===== config.mk =====
export PLATFORM = sky130hd
export DESIGN_NAME = comp_pipe
export DESIGN_NICKNAME = d
export VERILOG_FILES = /design/src/rtl/comp_pipe.sv
export SDC_FILE = /design/constraint.sdc
export NUM_CORES = 1
export LEC_CHECK = 0
export CAP_MARGIN = 20
export CORE_MARGIN = 1.5
export CORE_UTILIZATION = 45
export DETAILED_ROUTE_END_ITERATION = 10
export GPL_TIMING_DRIVEN = 0
export PLACE_DENSITY = 0.69
export SLEW_MARGIN = 40
export SYNTH_ARGS = -nofsm -noshare
export SYNTH_HDL_FRONTEND = slang
export SYNTH_SLANG_ARGS = --single-unit

===== constraint.sdc =====
create_clock -name clk -period 2.6 [get_ports clk]
set_input_delay 0.65 -clock clk [delete_from_list [all_inputs] [get_ports clk]]
set_output_delay 0.65 -clock clk [all_outputs]
set_load 0.005 [all_outputs]

===== src/rtl/comp_pipe.sv =====
// ---------------------------------------------------------------------------
// comp_pipe
//   Pipelined multi-mode magnitude comparator. One operand chunk of CHUNK bits
//   is resolved per stage, most significant chunk first. The most significant
//   chunk may be narrower than CHUNK. A new compare can be accepted every cycle.
//   Signed compares invert both MSBs at entry, so every later stage compares
//   unsigned.
//
// Parameters
//   N       operand width (>= 2)
//   CHUNK   bits resolved per stage (1..N)
//
// Ports
//   clk        clock, rising edge
//   rst        synchronous reset, active high; flushes all in-flight compares
//   in_valid   a/b/op/is_signed qualify this cycle
//   in_ready   pipeline accepts input this cycle (low only while output stalls)
//   a, b       operands, N bits
//   op         0 EQ, 1 NE, 2 LT, 3 LE, 4 GT, 5 GE, 6/7 reserved
//   is_signed  1: two's-complement compare, 0: unsigned
//   out_valid  result fields hold a completed compare
//   out_ready  consumer takes the result this cycle
//   result     selected relation "a op b" (0 for reserved op)
//   a_lt_b     raw a < b
//   a_eq_b     raw a == b
//   op_err     op was reserved
// ---------------------------------------------------------------------------
module comp_pipe #(
   parameter int N     = 16,
   parameter int CHUNK = 4
) (
   input  logic         clk,
   input  logic         rst,
   input  logic         in_valid,
   output logic         in_ready,
   input  logic [N-1:0] a,
   input  logic [N-1:0] b,
   input  logic [2:0]   op,
   input  logic         is_signed,
   output logic         out_valid,
   input  logic         out_ready,
   output logic         result,
   output logic         a_lt_b,
   output logic         a_eq_b,
   output logic         op_err
);

   localparam int STAGES = (N + CHUNK - 1) / CHUNK;
   localparam int TOP_W  = N - (STAGES - 1) * CHUNK;

   logic         stall_s;
   logic         adv_s;
   logic         out_valid_s;
   logic [N-1:0] a_ent_s;
   logic [N-1:0] b_ent_s;
   logic         result_r;
   logic         a_lt_b_r;
   logic         a_eq_b_r;
   logic         op_err_r;

   // Fold one chunk into the {decided, lt} state; once decided, the state is frozen.
   function automatic logic [1:0] resolve(input logic dec_f, input logic lt_f,
                                          input logic [CHUNK-1:0] ca_f,
                                          input logic [CHUNK-1:0] cb_f);
      logic [1:0] r;
      if (dec_f) begin
         r = {1'b1, lt_f};
      end else if (ca_f != cb_f) begin
         r = {1'b1, (ca_f < cb_f)};
      end else begin
         r = 2'b00;
      end
      return r;
   endfunction

   // Map the raw eq/lt pair onto the requested relation.
   function automatic logic select_rel(input logic [2:0] op_f, input logic eq_f,
                                       input logic lt_f);
      logic r;
      case (op_f)
         3'd0:    r = eq_f;
         3'd1:    r = ~eq_f;
         3'd2:    r = lt_f;
         3'd3:    r = lt_f | eq_f;
         3'd4:    r = ~lt_f & ~eq_f;
         3'd5:    r = ~lt_f;
         default: r = 1'b0;
      endcase
      return r;
   endfunction

   // A held output freezes the whole pipe; bubbles move like real slots.
   assign stall_s  = out_valid_s & ~out_ready;
   assign adv_s    = ~stall_s;
   assign in_ready = adv_s;

   // Signed entry mapping: flipping both MSBs turns two's-complement order into unsigned order.
   always_comb begin
      a_ent_s = a;
      b_ent_s = b;
      if (is_signed) begin
         a_ent_s[N-1] = ~a[N-1];
         b_ent_s[N-1] = ~b[N-1];
      end else begin
         a_ent_s[N-1] = a[N-1];
         b_ent_s[N-1] = b[N-1];
      end
   end

   for (genvar k = 0; k < STAGES; k++) begin : stage_g
      logic             v_in_s;
      logic             dec_in_s;
      logic             lt_in_s;
      logic [2:0]       op_in_s;
      logic [CHUNK-1:0] ca_s;
      logic [CHUNK-1:0] cb_s;
      logic [1:0]       res_s;
      logic             valid_r;

      if (k == 0) begin : src_g
         // Entry stage: takes the top chunk straight from the (mapped) inputs, zero-extended.
         always_comb begin
            v_in_s   = in_valid;
            dec_in_s = 1'b0;
            lt_in_s  = 1'b0;
            op_in_s  = op;
            ca_s     = {CHUNK{1'b0}};
            cb_s     = {CHUNK{1'b0}};
            ca_s[TOP_W-1:0] = a_ent_s[N-1 -: TOP_W];
            cb_s[TOP_W-1:0] = b_ent_s[N-1 -: TOP_W];
         end
      end else begin : src_g
         // Later stages: take the top chunk of what the previous slot left unresolved.
         always_comb begin
            v_in_s   = stage_g[k-1].valid_r;
            dec_in_s = stage_g[k-1].mid_g.dec_r;
            lt_in_s  = stage_g[k-1].mid_g.lt_r;
            op_in_s  = stage_g[k-1].mid_g.op_r;
            ca_s     = stage_g[k-1].mid_g.a_rem_r[(STAGES-k)*CHUNK-1 -: CHUNK];
            cb_s     = stage_g[k-1].mid_g.b_rem_r[(STAGES-k)*CHUNK-1 -: CHUNK];
         end
      end

      assign res_s = resolve(dec_in_s, lt_in_s, ca_s, cb_s);

      // Slot occupancy: hold on stall, otherwise copy the upstream slot (bubble or not).
      always_ff @(posedge clk) begin
         if (rst) begin
            valid_r <= 1'b0;
         end else if (adv_s) begin
            valid_r <= v_in_s;
         end
      end

      if (k < STAGES - 1) begin : mid_g
         localparam int REM_W = (STAGES - 1 - k) * CHUNK;
         logic [REM_W-1:0] a_rem_in_s;
         logic [REM_W-1:0] b_rem_in_s;
         logic [REM_W-1:0] a_rem_r;
         logic [REM_W-1:0] b_rem_r;
         logic             dec_r;
         logic             lt_r;
         logic [2:0]       op_r;

         if (k == 0) begin : rin_g
            assign a_rem_in_s = a_ent_s[REM_W-1:0];
            assign b_rem_in_s = b_ent_s[REM_W-1:0];
         end else begin : rin_g
            assign a_rem_in_s = stage_g[k-1].mid_g.a_rem_r[REM_W-1:0];
            assign b_rem_in_s = stage_g[k-1].mid_g.b_rem_r[REM_W-1:0];
         end

         // Intermediate slot payload: partial decision, op and the still-unresolved low bits.
         always_ff @(posedge clk) begin
            if (rst) begin
               dec_r   <= 1'b0;
               lt_r    <= 1'b0;
               op_r    <= 3'd0;
               a_rem_r <= {REM_W{1'b0}};
               b_rem_r <= {REM_W{1'b0}};
            end else if (adv_s) begin
               dec_r   <= res_s[1];
               lt_r    <= res_s[0];
               op_r    <= op_in_s;
               a_rem_r <= a_rem_in_s;
               b_rem_r <= b_rem_in_s;
            end
         end
      end else begin : last_g
         logic eq_s;
         logic lt_fin_s;

         // Undecided after the last chunk means every chunk matched.
         assign eq_s     = ~res_s[1];
         assign lt_fin_s = res_s[1] & res_s[0];

         // Output fields only change when a real compare lands, so they stay put across bubbles and stalls.
         always_ff @(posedge clk) begin
            if (rst) begin
               result_r <= 1'b0;
               a_lt_b_r <= 1'b0;
               a_eq_b_r <= 1'b0;
               op_err_r <= 1'b0;
            end else if (adv_s && v_in_s) begin
               result_r <= select_rel(op_in_s, eq_s, lt_fin_s);
               a_lt_b_r <= lt_fin_s;
               a_eq_b_r <= eq_s;
               op_err_r <= (op_in_s >= 3'd6);
            end
         end
      end
   end

   assign out_valid_s = stage_g[STAGES-1].valid_r;
   assign out_valid   = out_valid_s;
   assign result      = result_r;
   assign a_lt_b      = a_lt_b_r;
   assign a_eq_b      = a_eq_b_r;
   assign op_err      = op_err_r;

endmodule


-- Yosys cells after proc, flatten, opt, wreduce, memory -nomap -nowiden
Cells that the tools add are included.
- register bits: 71
- latch bits: 0
- bits in writable memories: 0
- ROM bits: 0
- bits of input ports: 40
- output and inout bits: 6
- logic and storage cells: 59
- memories: 0
- add/subtract/negate cells: 0
- multipliers: 0
- divide/modulo/power cells: 0
- $lt $le $gt $ge: 5
- equality and inequality tests: 9
- shift-type cells: 0
- muxes and demuxes: 10
- bitwise gates (word level): 10
- reduce and logical (&&, ||, !) cells: 2
- operators by type and width (operator ; count):
    $lt A4 B4 Y1 ; 4
    $ne A4 B4 Y1 ; 4
    $mux W2 ; 7
    $eq A3 B2 Y1 const B ; 2
    $eq A3 B3 Y1 const B ; 2
    $not A1 Y1 ; 6
    $pmux W1 S6 ; 1
    $and A1 B1 Y1 ; 3
    $eq A3 B1 Y1 const B ; 1
    $ge A3 B3 Y1 const B ; 1
    $logic_not A3 Y1 ; 1
    $mux W1 ; 2
    $logic_and A1 B1 Y1 ; 1
    $or A1 B1 Y1 ; 1

-- Longest topological paths before layout
Gate-level depths: netlist of the first run.
- depth after elaboration: 7
- gate-level depth with buffers: 7
- depth with buffers taken out: 7

-- Worst setup path after synthesis of the first run
No wires, ideal clock.
- path kind: in2out
- start point: in out_ready
- end point: out in_ready
- arrival: 1178 ps
- required time: 1950 ps
- slack: 772 ps
- stages: 4
- path buffers: 2
- path through: nor2b_1 -> buf_2 -> inv_2 -> clkbuf_1
- longest elaborated chain between the ends: 3
- RTL lines (what ; line ; RTL):
    start, declared ; 41 ; input logic out_ready,
    $not A1 Y1 ; 93 ; assign stall_s = out_valid_s & ~out_ready;
    $and A1 B1 Y1 ; 93 ;
    $not A1 Y1 ; 94 ; assign adv_s = ~stall_s;
    end, declared ; 35 ; output logic in_ready,
No other way between the ends.

-- Final worst setup path of the first run
Same ends and word-level chain as after synthesis.

==> results.tsv, run 1 <==
metric	value	unit
Pins Over Slew Limit	0	
buffer levels on the longest clock path	2	
remaining global-route overflow	0	
Area Growth Syn to Fin	24.74	%
Netlist Area Pre-Place	2918	sq um
count of input and output buffers	44	
Cells on Worst Hold Path	2	
boundary pin count	46	
number of antenna violations at the first check in global routing	0	
share of Yosys cell area claimed by the top area cell type	48.71	%
power per standard cell area	607.4	nW/um^2
effective utilization at floorplan	46.21	%
row count	29	
clock-pin slew on the worst setup and hold paths	60	ps
RSZ-0062 raised after global routing	no	
async set or reset register ratio after synthesis	0	%
portion of netlist area occupied by mux cells	0	%
clock net sink count	71	
switching power	523.9	uW
Worst Path Buf+Inv	4	
Final Critical Period	2546	ps
CTS root buffer	clkbuf_8	
vias after detailed routing	2633	
core area	6314	sq um
main combinational cell family by area after synthesis	simple AND/OR/NAND/NOR gates	
vias in the first global route	2564	
Crit-path slowest cell	clkdlybuf4s50_1	
xor and xnor fraction of the mapped netlist area	0	%
Comb pwr share	10.4	%
syn_nets	427	
end-of-flow core utilization	57.65	%
final std cell area, no fill	3640	sq um
Die Y	83.53	microns
cts bufs inserted	9	
max-capacitance violation count	0	
cell family with the largest share of critical-path delay	buffers and inverters	
proportion of layout cells with a drive suffix above 1	5.336	%
maximum number of pins on one net before global-route repair	17	
Commonest cells post-synth	125 x nand2_1, 71 x dfxtp_1, 69 x a21oi_1	
worst setup path category	in -> out	
slowest cell delay on critical path	500	ps
DRT antenna net count	0	
most prevalent standard cell on the critical path	clkdlybuf4s50_1	
x dimension of the die	83.53	microns
post-detailed-routing wire length	6646	microns
cell-by-cell trace of the critical path	clkdlybuf4s50_1 -> nor2b_1 -> buf_2 -> inv_6 -> clkdlybuf4s50_1	
final-report hold violation count	0	
wire length per cell after detailed routing	13.08	microns
primary flip-flop cell chosen by synthesis mapping	dfxtp_1	
crit path launch type	input pin	
Post-route DRC	0	
worst-case vdd ir drop	257.9	uV
run status	finished clean	
number of H-tree levels	3	
static power due to leakage	0.001461	uW
length of the first detailed-routing pass in iterations	4	
weighted congestion reported at the end of routability-driven placement	0.8240	
transition at the pin with the smallest max-transition slack	571.4	ps
area share of and/or/nand/nor cells after synthesis	22.21	%
leading area contributor after synthesis	dfxtp_1	
HPWL after detailed placement	4710	microns
synthesized area divided by synthesized cell count	7.844	sq um
critical path required time	1950	ps
Synth Area in Compound Gates	17.07	%
per-cell via count in the routed design	5.183	
final count of negative-setup-slack endpoints	0	
internal power of the cells	1687	uW
setup skew after layout	9.130	ps
type of destination of the critical path	output port	
Max-slew headroom	61.91	%
number of placed cells counting well taps	493	
count of warnings emitted by yosys	0	
crit path max fanout	6	
sequential-to-total area share from yosys stat	48.71	%
cell with the most instances after synthesis	nand2_1	
global-route wire length before repair	11300	microns
proportion of power drawn by flip-flops and latches	53.2	%
synthesized-area fraction occupied by adder cells	6.432	%
GRT Total Usage	20.45	%
Hold Path Class	reg -> reg	
number of nets at the end of the flow	482	
post-synthesis register bit count	71	
detailed router's first-iteration violation count	135	
final standard cell count with taps included and fillers excluded	508	
post-synthesis cell type count	31	
CTS tree	done	
largest cells by area after synthesis	dfxtp_1 49%, nand2_1 16%, a21oi_1 12%	
critical path depth	5	
clock insertion delay at the later pin of the skew report	350	ps
data arrival time of the critical path	1900	ps
instance area after placement	3455	sq um
Sw Ratio	23.70	%
ANT cells	0	
count of flip-flops with a built-in enable after synthesis	0	
Gate Count Post-Synth	372	
Clock power frac	36.4	%
tightest hold margin	451.8	ps
post-route fraction of the period consumed by the critical path	97.91	%
worst-case reg-to-reg path depth	6	
sum of internal, switching and leakage power	2211	uW
Highest Clock Rate	392.8	MHz
die area	6976	sq um
-- placed cells by master, fill, tap and decap left out, types with 3 or more instances in the layout --
cell / instances
nand2_1: 125
dfxtp_1: 71
a21oi_1: 69
clkdlybuf4s50_1: 44
inv_1: 17
clkbuf_1: 17
ha_1: 15
clkbuf_8: 12
nor2_1: 9
buf_2: 7
nor3_1: 6
nand2b_1: 4
a21o_1: 4
nor2b_1: 3
nand4_1: 3
a211oi_1: 3
-- power groups by stage --
stage / sequential (uW) / combinational (uW) / clock, uW
finish: 1180 / 230 / 805
global route: 1180 / 261 / 866
CTS: 1180 / 231 / 810
detailed placement: 1200 / 229 / 0
global placement: 1200 / 223 / 0
floorplan: 1190 / 133 / 0
-- area by class of cell --
cell class / instances / area (sq um)
fill: 623 / 2674
tap: 77 / 96.34
timing repair buffer: 45 / 447.9
clock buffer: 15 / 176.4
multi-input combinational: 260 / 1334
inverter: 18 / 72.57
buffer: 22 / 91.34
sequential: 71 / 1421
-- sequential cells by signal (all words and copies together), names as in the netlist --
signal	count
stage_g.valid_r	3
stage_g.mid_g.lt_r	3
stage_g.mid_g.dec_r	3
stage_g.mid_g.b_rem_r	24
result	1
a_eq_b	1
out_valid	1
op_err	1
a_lt_b	1
stage_g.mid_g.a_rem_r	24
stage_g.mid_g.op_r	9
-- what timing repair did --
action / CTS / global route
buffers inserted: 1 / 0
hold endpoints to repair: 0 / 0
setup endpoints to repair: 1 / 0
resized for setup: 2 / 0
hold buffers: 0 / 0
-- worst paths after layout --
path | slack (ps) | endpoint | startpoint
max | 50 | in_ready | out_ready
min | 450 | stage_g[1].mid_g.b_rem_r[5] | stage_g[1].mid_g.b_rem_r[5]
max reg2reg | 760 | result | stage_g[2].mid_g.b_rem_r[3]
min reg2reg | 450 | stage_g[1].mid_g.b_rem_r[5] | stage_g[1].mid_g.b_rem_r[5]
-- cells by family (layout without fill, tap and decap cells) --
| logic type | after synthesis | in the layout |
|---|---|---|
| compound gates | 88 | 88 |
| simple gates | 157 | 157 |
| buf+inv | 41 | 100 |
| fa+ha+maj | 15 | 15 |
| flops | 71 | 71 |
-- tightest hold or removal path: stages (launching register included) --
cell and delay, ps:
dfxtp_1 310, nand2_1 50, a21oi_1 50
-- routing by layer --
metal | share of wire (%) | global-route usage (%) | vias to the layer above
li1 | - | - | 1339
met1 | 47 | 25.09 | 1211
met2 | 47 | 33.48 | 68
met3 | 3.9 | 5.935 | 15
met4 | 2.7 | 9.091 | 0
met5 | 0 | 0 | -
-- through the flow --
stage	setup TNS (ps)	setup WS [ps]
CTS	0	47.82
global route	0	22.06
finish	0	54.25
floorplan	0	771.8
detailed placement	-566.0	-566.0
global placement	-565.9	-565.9
(Power assumes the default switching activity.)
==> run 2, diff against run 1 <==
- PLACE_DENSITY: 0.69 -> default
- PLACE_DENSITY_LB_ADDON: default -> 0.1
- REMOVE_ABC_BUFFERS: default -> 1
==> run 2 against run 1 <==
Compared with the run above: utilization grew 2.1 points; final cell count down 1.8%; count of clock-buffer cells in the layout is 4 lower; critical path type unchanged; critical endpoint unchanged; largest power group unchanged.
==> results.tsv, run 2 (synthesis gave the netlist of run 1 again) <==
metric	value	unit	change
run status	finished clean		
clock-pin slew on the worst setup and hold paths	70	ps	about the same
number of antenna violations at the first check in global routing	0		unchanged
Post-route DRC	0		unchanged
x dimension of the die	83.53	microns	unchanged
instance area after placement	3467	sq um	+0.36%
count of input and output buffers	45		+2.3%
weighted congestion reported at the end of routability-driven placement	0.6852		-17%
final-report hold violation count	0		unchanged
HPWL after detailed placement	3389	microns	-28%
clock insertion delay at the later pin of the skew report	340	ps	about the same
effective utilization at floorplan	46.21	%	unchanged
RSZ-0062 raised after global routing	no		
final count of negative-setup-slack endpoints	0		unchanged
per-cell via count in the routed design	5.046		-2.6%
Hold Path Class	reg -> reg		
wire length per cell after detailed routing	11.99	microns	-8.3%
Pins Over Slew Limit	0		unchanged
setup skew after layout	8.225	ps	-0.9053 ps
buffer levels on the longest clock path	2		unchanged
final std cell area, no fill	3772	sq um	+3.6%
global-route wire length before repair	10330	microns	-8.6%
max-capacitance violation count	0		unchanged
commonest non-fill, non-tap cell in the layout	nand2_1		
tightest hold margin	448.4	ps	-3.375 ps
CTS tree	done		
crit path launch type	input pin		
worst-case vdd ir drop	327.7	uV	+27%
CTS root buffer	clkbuf_8		
worst setup path category	in -> out		
remaining global-route overflow	0		unchanged
cts bufs inserted	9		unchanged
commonest cells after routing, fill and taps aside	125 x nand2_1, 71 x dfxtp_1, 69 x a21oi_1		
sum of internal, switching and leakage power	2273	uW	+2.8%
type of destination of the critical path	output port		
clock net sink count	71		unchanged
number of nets at the end of the flow	472		-2.1%
DRT antenna net count	0		unchanged
maximum number of pins on one net before global-route repair	41		+24
critical path required time	1950	ps	about the same
largest registers	stage_g.mid_g.a_rem_r (24), stage_g.mid_g.b_rem_r (24), stage_g.mid_g.op_r (9)		
core area	6314	sq um	unchanged
power per standard cell area	602.6	nW/um^2	-0.80%
post-detailed-routing wire length	5984	microns	-10%
number of H-tree levels	3		unchanged
slack of the worst reg-to-reg path	830	ps	+70 ps
die area	6976	sq um	unchanged
length of the first detailed-routing pass in iterations	4		unchanged
detailed router's first-iteration violation count	68		-50%
proportion of layout cells with a drive suffix above 1	7.583	%	+2.2 points
Final Critical Period	2549	ps	+3.654 ps
data arrival time of the critical path	1900	ps	about the same
row count	29		unchanged
vias in the first global route	2291		-11%
boundary pin count	46		unchanged
ANT cells	0		unchanged
Max-slew headroom	75.49	%	+14 points
Area Growth Syn to Fin	29.29	%	
Die Y	83.53	microns	unchanged
static power due to leakage	0.001509	uW	+3.3%
crit path max fanout	9		+3
GRT Total Usage	18.43	%	-2.0 points
post-route fraction of the period consumed by the critical path	98.05	%	+0.14 points
transition at the pin with the smallest max-transition slack	367.7	ps	-203.8 ps
Highest Clock Rate	392.2	MHz	-0.14%
vias after detailed routing	2518		-4.4%
-- run 2: cell count changes in the layout (fill, tap and decap cells not counted), moves of 2 or more --
cell,before,now
buf_16,0,2
clkbuf_1,17,1
clkbuf_8,12,10
buf_2,7,0
clkinvlp_4,0,3
buf_12,0,2
buf_4,1,6
-- run 2: final cells by class --
type / instances / area, sq um
timing repair buffer: 55 / 613.1
multi-input combinational: 260 / 1341
timing repair inverter: 2 / 17.52
tap: 77 / 96.34
sequential: 71 / 1421
inverter: 18 / 83.83
fill: 621 / 2541
clock buffer: 11 / 141.4
clock inverter: 5 / 57.56
-- run 2: through the flow --
| stage | TNS, ps | setup WS (ps) | cells | utilization [%] |
|---|---|---|---|---|
| finish | 0 | 50.59 | 499 | 59.75 |
| global placement | -320350 | -5216 | 471 | 53.37 |
| detailed placement | -798.5 | -591.2 | 475 | 54.91 |
| floorplan | -133680 | -2217 | 349 | - |
| CTS | 0 | 14.74 | 496 | 59.39 |
| global route | 0 | 2.416 | 499 | 59.75 |
-- run 2: final timing paths --
check | startpoint | endpoint | cells past startpoint
setup reg to reg | stage_g[2].mid_g.b_rem_r[3] | result | 7
setup / recovery | out_ready | in_ready | 5
hold reg to reg | stage_g[0].mid_g.b_rem_r[7] | stage_g[1].mid_g.b_rem_r[7] | 2
hold / removal | stage_g[0].mid_g.b_rem_r[7] | stage_g[1].mid_g.b_rem_r[7] | 2
-- run 2: critical path, stage by stage --
cell and delay, ps:
clkdlybuf4s50_1 500, nor2b_4 60, buf_12 140, inv_16 60, clkdlybuf4s50_1 480
-- run 2: report_power, final --
part / leakage [uW] / internal (uW) / total (uW) / switching [uW]
Combinational: 0.000832 / 129 / 230 / 101
Sequential: 0.000586 / 1140 / 1170 / 31.4
Clock: 0.0000916 / 467 / 870 / 402
-- run 2: repair_timing --
item / CTS / global route
hold buffers: 0 / 0
gates cloned: 3 / 0
endpoints found under the setup margin: 1 / 1
gates resized for setup: 5 / 0
buffers inserted: 2 / 3
hold endpoints to repair: 0 / 0
-- run 2: per-layer routing --
layer  vias to the layer above  global-route usage [%]  wire (microns)
li1                       1316                       -               -
met1                      1145                   23.86            2921
met2                        46                   29.86            2710
met3                        11                   3.264             231
met4                         0                   8.942             120
met5                         -                       0               0
==> run 3, diff against run 2 <==
- ABC_CLOCK_PERIOD_IN_PS: default -> 2600
- SLEW_MARGIN: 40 -> default
==> run 3 against run 2 <==
Compared with the run above: count of clock-buffer cells in the layout is 2 lower; maximum frequency is 3.9% higher; largest power group unchanged; critical path depth is 1 lower; critical endpoint unchanged.
==> results.tsv, run 3 (synthesis gave the netlist of run 1 again) <==
metric	value	unit	change
worst r2r src	stage_g[2].mid_g.b_rem_r[3]		
static power due to leakage	0.001467	uW	-2.8%
largest registers	stage_g.mid_g.a_rem_r (24), stage_g.mid_g.b_rem_r (24), stage_g.mid_g.op_r (9)		
commonest non-fill, non-tap cell in the layout	nand2_1		
Area Growth Syn to Fin	26.03	%	
Pins Over Slew Limit	0		unchanged
Cells on Worst Hold Path	2		unchanged
number of H-tree levels	3		unchanged
crit path launch type	input pin		
number of antenna violations at the first check in global routing	0		unchanged
final-report hold violation count	0		unchanged
final std cell area, no fill	3677	sq um	-2.5%
count of input and output buffers	45		unchanged
DRT antenna net count	0		unchanged
CTS tree	done		
wire length per cell after detailed routing	11.71	microns	-2.4%
clock net sink count	71		unchanged
instance area after placement	3412	sq um	-1.6%
Hold Path Class	reg -> reg		
run status	finished clean		
maximum number of pins on one net before global-route repair	45		+9.8%
post-route fraction of the period consumed by the critical path	94.42	%	-3.6 points
buffer levels on the longest clock path	2		unchanged
effective utilization at floorplan	46.21	%	unchanged
critical path required time	1950	ps	about the same
number of nets at the end of the flow	466		-1.3%
Die Y	83.53	microns	unchanged
worst-case vdd ir drop	360.1	uV	+9.9%
ANT cells	0		unchanged
global-route wire length before repair	10120	microns	-2.1%
endpoint of the worst-slack reg-to-reg timing path	result		
internal power of the cells	1806	uW	+3.9%
proportion of power drawn by flip-flops and latches	49.7	%	-1.9 points
CTS root buffer	clkbuf_8		
worst setup slack after placement	-935.2	ps	-344.0 ps
hold_buf cts	0		unchanged
worst setup path category	in -> out		
cts bufs inserted	9		unchanged
length of the first detailed-routing pass in iterations	4		unchanged
x dimension of the die	83.53	microns	unchanged
launch point of the worst hold path	stage_g[0].mid_g.a_rem_r[2]		
min setup slack post-route	145.1	ps	+94.54 ps
transition at the pin with the smallest max-transition slack	637.0	ps	+269.4 ps
Clock power frac	40.8	%	+2.5 points
type of destination of the critical path	output port		
setup skew after layout	9.143	ps	+0.9181 ps
RSZ-0062 raised after global routing	no		
Sw Ratio	23.51	%	about the same
GRT Total Usage	18.06	%	-0.37 points
slack of the worst reg-to-reg path	790	ps	-40 ps
per-cell via count in the routed design	5.000		-0.91%
Final Critical Period	2455	ps	-94.54 ps
remaining global-route overflow	0		unchanged
power per standard cell area	642.0	nW/um^2	+6.5%
vias in the first global route	2302		+0.48%
worst hold path endpoint	stage_g[1].mid_g.a_rem_r[2]		
Post-route DRC	0		unchanged
clock insertion delay at the later pin of the skew report	350	ps	about the same
HPWL after detailed placement	3339	microns	-1.5%
core area	6314	sq um	unchanged
final count of negative-setup-slack endpoints	0		unchanged
worst-case reg-to-reg path depth	7		unchanged
row count	29		unchanged
weighted congestion reported at the end of routability-driven placement	0.6852		unchanged
switching power	554.9	uW	+3.8%
proportion of layout cells with a drive suffix above 1	6.490	%	-1.1 points
commonest cells after routing, fill and taps aside	125 x nand2_1, 71 x dfxtp_1, 69 x a21oi_1		
crit path max fanout	36		+27
boundary pin count	46		unchanged
vias after detailed routing	2465		-2.1%
Comb pwr share	9.5	%	-0.6 points
max-capacitance violation count	0		unchanged
Highest Clock Rate	407.4	MHz	+3.9%
Max-slew headroom	57.53	%	-18 points
die area	6976	sq um	unchanged
detailed router's first-iteration violation count	66		-2.9%
clock-pin slew on the worst setup and hold paths	70	ps	about the same
post-detailed-routing wire length	5773	microns	-3.5%
fill count	628		+1.1%
data arrival time of the critical path	1800	ps	-100 ps
run 3: repair_timing:
action / in CTS / in global routing
resized for setup: 5 / 0
buffers inserted: 2 / 0
setup endpoints to repair: 3 / 0
endpoints found under the hold margin: 0 / 0
run 3: layout make-up:
type,count,area (sq um),share of cell area [%]
Clock inverter,7,97.59,2.654
Timing Repair Buffer,49,499.2,13.58
Multi-Input combinational cell,261,1350,36.71
Clock buffer,9,123.9,3.368
Sequential cell,71,1421,38.65
Tap cell,77,96.34,2.620
Inverter,18,80.08,2.178
Timing Repair inverter,1,8.758,0.2382
run 3: through the flow:
step	hold slack [ps]	total power (uW)	setup TNS [ps]	utilization, %	std cells
after floorplan	425.8	1308	-133680	-	349
after global placement	439.9	1414	-320350	53.37	471
after global routing	465.0	2473	0	58.24	493
after detailed placement	443.4	1421	-9202	54.04	473
final	450.3	2361	0	58.24	493
after CTS	450.5	2389	0	58.24	493
run 3: worst max-delay path, stage by stage:
cell	delay [ps]
dlygate4sd2_1	300
nor2b_4	260
inv_12	120
clkdlybuf4s50_1	460
run 3: power groups by stage:
stage / clock [uW] / sequential, uW / combinational [uW]
floorplan: 0 / 1190 / 117
CTS: 988 / 1170 / 227
global route: 1040 / 1180 / 255
detailed placement: 0 / 1200 / 222
global placement: 0 / 1200 / 217
finish: 963 / 1170 / 224
run 3: worst max-delay path by stage:
stage	start	slack, ps	depth (start not counted)	to
2_1_floorplan	out_ready	-2220	6	result
3_3_place_gp	out_ready	-5220	4	in_ready
3_5_place_dp	out_ready	-940	4	in_ready
4_1_cts	out_ready	140	4	in_ready
5_1_grt	out_ready	100	4	in_ready
6_report	out_ready	150	4	in_ready
run 3: per-layer routing:
layer / vias to the layer above / track usage (%) / share of wire, %
li1: 1308 / - / -
met1: 1100 / 22.49 / 49
met2: 48 / 29.19 / 45
met3: 9 / 4.847 / 4.1
met4: 0 / 8.495 / 1.9
met5: - / 0 / 0
